--- src/rtl/act_quant.sv ---
// Activation quantizer: per-lane ReLU, optional round-half-up, right shift and
// saturation to unsigned O_BW bits. Rounding is enabled by defining ACT_QUANT_ROUND_EN.
module act_quant #(
  parameter int AB_BW  = 21,
  parameter int O_BW   = 8,
  parameter int CNT_BW = 16
) (
  input  logic                 clk,
  input  logic                 rst_n,
  input  logic                 en,
  input  logic                 i_valid,
  output logic                 o_ready,
  input  logic [AB_BW*3-1:0]   i_acc_bias,
  input  logic [4:0]           i_shift,
  output logic                 o_valid,
  input  logic                 i_ready,
  output logic [O_BW*3-1:0]    o_act,
  output logic [CNT_BW-1:0]    o_sat_cnt,
  input  logic                 i_clr_cnt
);

  // One extra bit of headroom so the rounding add on a max positive lane cannot wrap.
  localparam int W1 = AB_BW + 1;
  localparam logic [4:0] SH_MAX = 5'(AB_BW - 1);
  localparam logic signed [W1-1:0] OUT_MAX = W1'((1 << O_BW) - 1);
`ifdef ACT_QUANT_ROUND_EN
  localparam bit ROUND_EN = 1'b1;
`else
  localparam bit ROUND_EN = 1'b0;
`endif

  function automatic logic signed [W1-1:0] relu_round(input logic signed [AB_BW-1:0] x,
                                                      input logic [4:0] sh);
    logic signed [W1-1:0] v;
    v = x[AB_BW-1] ? '0 : {1'b0, x};
    if (ROUND_EN && (sh != 5'd0))
      v = v + (W1'(1) << (sh - 5'd1));
    return v;
  endfunction

  // Returns {saturated, value}; the input is non-negative after ReLU.
  function automatic logic [O_BW:0] shift_sat(input logic signed [W1-1:0] v,
                                              input logic [4:0] sh);
    logic signed [W1-1:0] t;
    t = v >>> sh;
    return (t > OUT_MAX) ? {1'b1, {O_BW{1'b1}}} : (O_BW+1)'(t);
  endfunction

  logic                  vld_p1;
  logic signed [W1-1:0]  lane_p1 [3];
  logic [4:0]            shift_p1;
  logic                  vld_p2;
  logic                  sat_p2;
  logic [O_BW*3-1:0]     act_p2;
  logic [CNT_BW-1:0]     sat_cnt;

  logic                  adv_p1;
  logic                  adv_p2;
  logic                  xfer_out;
  logic [4:0]            shift_in;
  logic [O_BW*3-1:0]     act_nxt;
  logic [2:0]            lane_sat;

  assign adv_p2   = en & (~vld_p2 | i_ready);
  assign adv_p1   = en & (~vld_p1 | adv_p2);
  assign xfer_out = vld_p2 & i_ready & en;
  assign shift_in = (i_shift > SH_MAX) ? SH_MAX : i_shift;

  assign o_ready   = rst_n & adv_p1;
  assign o_valid   = vld_p2;
  assign o_act     = act_p2;
  assign o_sat_cnt = sat_cnt;

  // Stage 1: ReLU and rounding offset
  always_ff @(posedge clk) begin
    if (adv_p1 && i_valid) begin
      for (int i = 0; i < 3; i++)
        lane_p1[i] <= relu_round(i_acc_bias[i*AB_BW +: AB_BW], shift_in);
      shift_p1 <= shift_in;
    end
  end

  always_comb begin
    act_nxt  = '0;
    lane_sat = '0;
    for (int i = 0; i < 3; i++)
      {lane_sat[i], act_nxt[i*O_BW +: O_BW]} = shift_sat(lane_p1[i], shift_p1);
  end

  // Stage 2: shift and saturate, registered straight onto the outputs
  always_ff @(posedge clk or negedge rst_n) begin
    if (!rst_n) begin
      vld_p1 <= 1'b0;
      vld_p2 <= 1'b0;
      sat_p2 <= 1'b0;
      act_p2 <= '0;
    end else begin
      if (adv_p1)
        vld_p1 <= i_valid;
      if (adv_p2) begin
        vld_p2 <= vld_p1;
        if (vld_p1) begin
          act_p2 <= act_nxt;
          sat_p2 <= |lane_sat;
        end
      end
    end
  end

  always_ff @(posedge clk or negedge rst_n) begin
    if (!rst_n)
      sat_cnt <= '0;
    else if (i_clr_cnt)
      sat_cnt <= '0;
    else if (xfer_out && sat_p2 && !(&sat_cnt))
      sat_cnt <= sat_cnt + 1'b1;
  end

endmodule

--- config.mk ---
export PLATFORM = sky130hd
export DESIGN_NAME = act_quant
export DESIGN_NICKNAME = d
export VERILOG_FILES = /design/src/rtl/act_quant.sv
export SDC_FILE = /design/constraint.sdc
export NUM_CORES = 1
export LEC_CHECK = 0
export BUFFER_PORTS_ARGS = -buffer_cell sky130_fd_sc_hd__buf_2
export CORE_UTILIZATION = 45
export DETAILED_ROUTE_END_ITERATION = 10
export PLACE_DENSITY = 0.76
export SLEW_MARGIN = 10
export SYNTH_ARGS = -nofsm -noshare
export SYNTH_HDL_FRONTEND = slang
export SYNTH_SLANG_ARGS = --single-unit
--- constraint.sdc ---
create_clock -name clk -period 3.21 [get_ports clk]
set_clock_uncertainty 0.05 [all_clocks]
set_input_delay 0.642 -clock clk [delete_from_list [all_inputs] [get_ports clk]]
set_output_delay 0.642 -clock clk [all_outputs]
set_load 0.02 [all_outputs]
==> qor.csv <==
metric,value,unit
hold buffer count at cts,0,
fraction of final layout cells sized beyond drive strength 1,0.286,
worst hold slack,314,ps
"buffers from clock root to sink, at most",2,
Final Max Slew Viols,0,
CTS root buf,sky130_fd_sc_hd__clkbuf_16,
Yosys warnings,0,
Post-Syn Area,0.00712,mm²
complex-gate fraction of the synthesized area,0.142,
count of standard-cell rows,45,
reg2reg setup slack,400,ps
Pleak,3.17,nW
count of antenna-violating nets left after detailed routing,0,
number of enable-type register cells in the synthesized netlist,65,
post-layout power,3.61,mW
DRC violations left,0,
logic depth of the worst register-to-register path,7,
Post-DP HPWL,12.0,mm
dpl ws,429,ps
worst slew slack as a fraction of its limit,0.586,
largest net degree at the start of global routing,66,
clock transition time at the flip-flop clock pins of the worst setup and hold paths,70,ps
share of synthesized flip-flops with an asynchronous set or reset,0.398,
io pins,116,
Fmax,0.356,GHz
final core utilization,0.534,
GR Util All Layers,0.208,
reg-to-reg startpoint,shift_p1[2],
via count,5660,
worst-path cell chain,buf_12 > mux4_2 > mux2_1 > nor3_1 > nand4_1 > a211o_1 > o22a_1,
Post-Synthesis Net Count,737,
Overflow after GRT,0,
"Min Clock Period, post-route",2810,ps
Worst Setup Start Kind,register,
TritonRoute pass-1 iters,5,
number of buffers added by the clock tree synthesis step,9,
number of setup buffers added after CTS,0,
Area growth syn-to-layout,14.7,%
per-cell via count in the routed design,5.84,
buffers added on ports,115,
met1 routing resource usage after global routing,0.299,
dominant combinational cell family by area after synthesis,multiplexers,
cell count after synthesis,662,
die outline width,128,µm
clock tree from TritonCTS,built,
Sequential cell area,0.00303,mm²
final worst-path cycle share,0.876,
arrival time worst endpoint,3000,ps
grt peak-use layer,met2,
area of the multi-input gates,0.00384,mm²
Netlist cell types,57,
post-placement cell area,0.00791,mm²
highest net fanout along the worst path,38,
kind of end point of the critical path,register,
Worst EP required,3400,ps
filler cell count in the final layout,1401,
GR Layer Usage met3,0.0413,
non-filler instance count after layout,969,
starting density of the core,0.465,
simple-gate area share of the yosys netlist,0.170,
clk_lat worst skew,350,ps
CP Class,register to register,
multiplexer area fraction after synthesis,0.211,
fraction of synthesized cell area in xor and xnor cells,0.0148,
setup TNS,0,ps
reg-to-reg critical path endpoint,o_act[6],
run status,completed,
crit-path max cell delay,650,ps
flip-flop and latch count after synthesis,108,
number of violations reported at the end of detailed-routing iteration 0,419,
placed insts,953,
TritonCTS Sinks,108,
final hold violation count,0,
post-layout instance area,0.00817,mm²
count of final setup violators,0,
post-layout net count,828,
maximum vdd drop,0.390,mV
vertical extent of the die,128,µm
Ant. Diodes,0,
met2 Usage GRT,0.313,
Worst-Margin Slew,618,ps
initial antenna violation count,0,
"Primary FF master, synth",sky130_fd_sc_hd__edfxtp_1,
total of cells resized after clock tree synthesis,0,
Max H-tree Level,3,
Detailed Route WL,16.4,mm
per-cell routed wire length,16.9,µm
share of synthesized area occupied by flip-flops and latches,0.425,
Die Area,0.0163,mm²
setup repair after global routing missed its margin,no,
Core Area,0.0153,mm²
number of maximum-capacitance constraint violations,0,
mean cell area of the mapped netlist,10.8,µm²
RD Place Congestion,0.946,
vias in the first global route,5178,
power per cell area,442,mW/mm²
Final WS setup,398,ps
CP max stage cell,sky130_fd_sc_hd__edfxtp_1,
area share of fa/ha/maj cells after synthesis,0.00176,
class of the tightest hold or removal check,primary input to async pin,
first-pass GRT wire length,26.6,mm
[kinds of logic after synthesis]
group / count (synthesis)
simple gates: 242
compound gates: 143
flops: 108
mux: 95
buf+inv: 61
xor+xnor: 12
fa+ha+maj: 1
[worst max-delay path, delay by kind of cell (launching register included)]
kind	cells	cell delay, ps
AND/OR/NAND/NOR	2	390
flip-flops	1	650
AO/OA/AOI/OAI	2	650
buffers and inverters	1	270
multiplexers	2	670
[layout make-up]
class                           count  area share
Clock inverter                      6     0.00383
Timing Repair Buffer              135      0.0934
Tap cell                          211      0.0323
Inverter                            6     0.00276
Clock buffer                       10      0.0280
Multi-Input combinational cell    493       0.469
Sequential cell                   108       0.370
[worst max-delay path by stage]
| stage | to | depth (start not counted) | from |
|---|---|---|---|
| floorplan | lane_p1[0][0] | 2 | i_ready |
| global placement | o_act[0] | 8 | shift_p1[0] |
| detailed placement | o_act[2] | 8 | shift_p1[0] |
| CTS | o_act[6] | 8 | shift_p1[0] |
| global route | o_act[2] | 8 | shift_p1[0] |
| finish | o_act[6] | 7 | shift_p1[2] |
[state kept, by name, summed over array words and instances, names as in the netlist]
register / cells
vld_p1: 1
lane_p1: 60
o_sat_cnt: 16
shift_p1: 5
o_act: 24
sat_p2: 1
o_valid: 1
[cells in the mapped netlist (all sizes together), types with 6 or more instances]
library cell  count  area (µm²)
edfxtp           65        1950
and2              6        37.5
clkbuf           34         128
mux2i            25         250
o21ai            21         105
mux2             29         327
a211oi           13         110
nor2b            70         438
dfrtp            43        1080
buf              21         111
nor2             63         236
nor3              6        30.0
and3             12        75.1
a311oi            6        52.6
or3               8        50.1
o22a             10        87.6
a31oi            27         169
nand3             7        35.0
a21oi            21         105
xor2             11        96.3
mux4             41         923
nand2            56         210
[report_power, final]
group | leakage (nW) | switching (mW) | total [mW] | internal, mW
logic | 1.91 | 0.518 | 0.905 | 0.387
clock network | 0.127 | 0.467 | 0.984 | 0.517
registers | 1.13 | 0.0993 | 1.73 | 1.63
[layout by cell type, fill, tap and decap left out, drive strengths merged, types with 2 or more instances in the layout]
cell type	count
clkinv	6
nor2	63
o2111ai	3
dfrtp	43
a21o	3
edfxtp	65
o21ai	21
o22ai	3
a31oi	27
nand4	5
mux2i	25
nand2	56
and3	12
o211ai	5
o22a	10
a311o	2
a22o	2
nand2b	2
nand3b	3
inv	5
and4	2
or3	8
or2	2
o31ai	4
nor3	6
xor2	11
a2111oi	4
nand3	7
a211o	5
clkbuf	10
nor2b	70
a211oi	13
buf	135
and2	6
a21oi	21
mux4	41
mux2	29
a311oi	6
o32ai	3
[routing by layer]
layer  vias up  routed length (µm)
li1       2686                   -
met1      2688                7520
met2       264                7280
met3        22                1300
met4         0                 257
met5         -                   0
No activity file was read; power rests on OpenSTA's default activity.
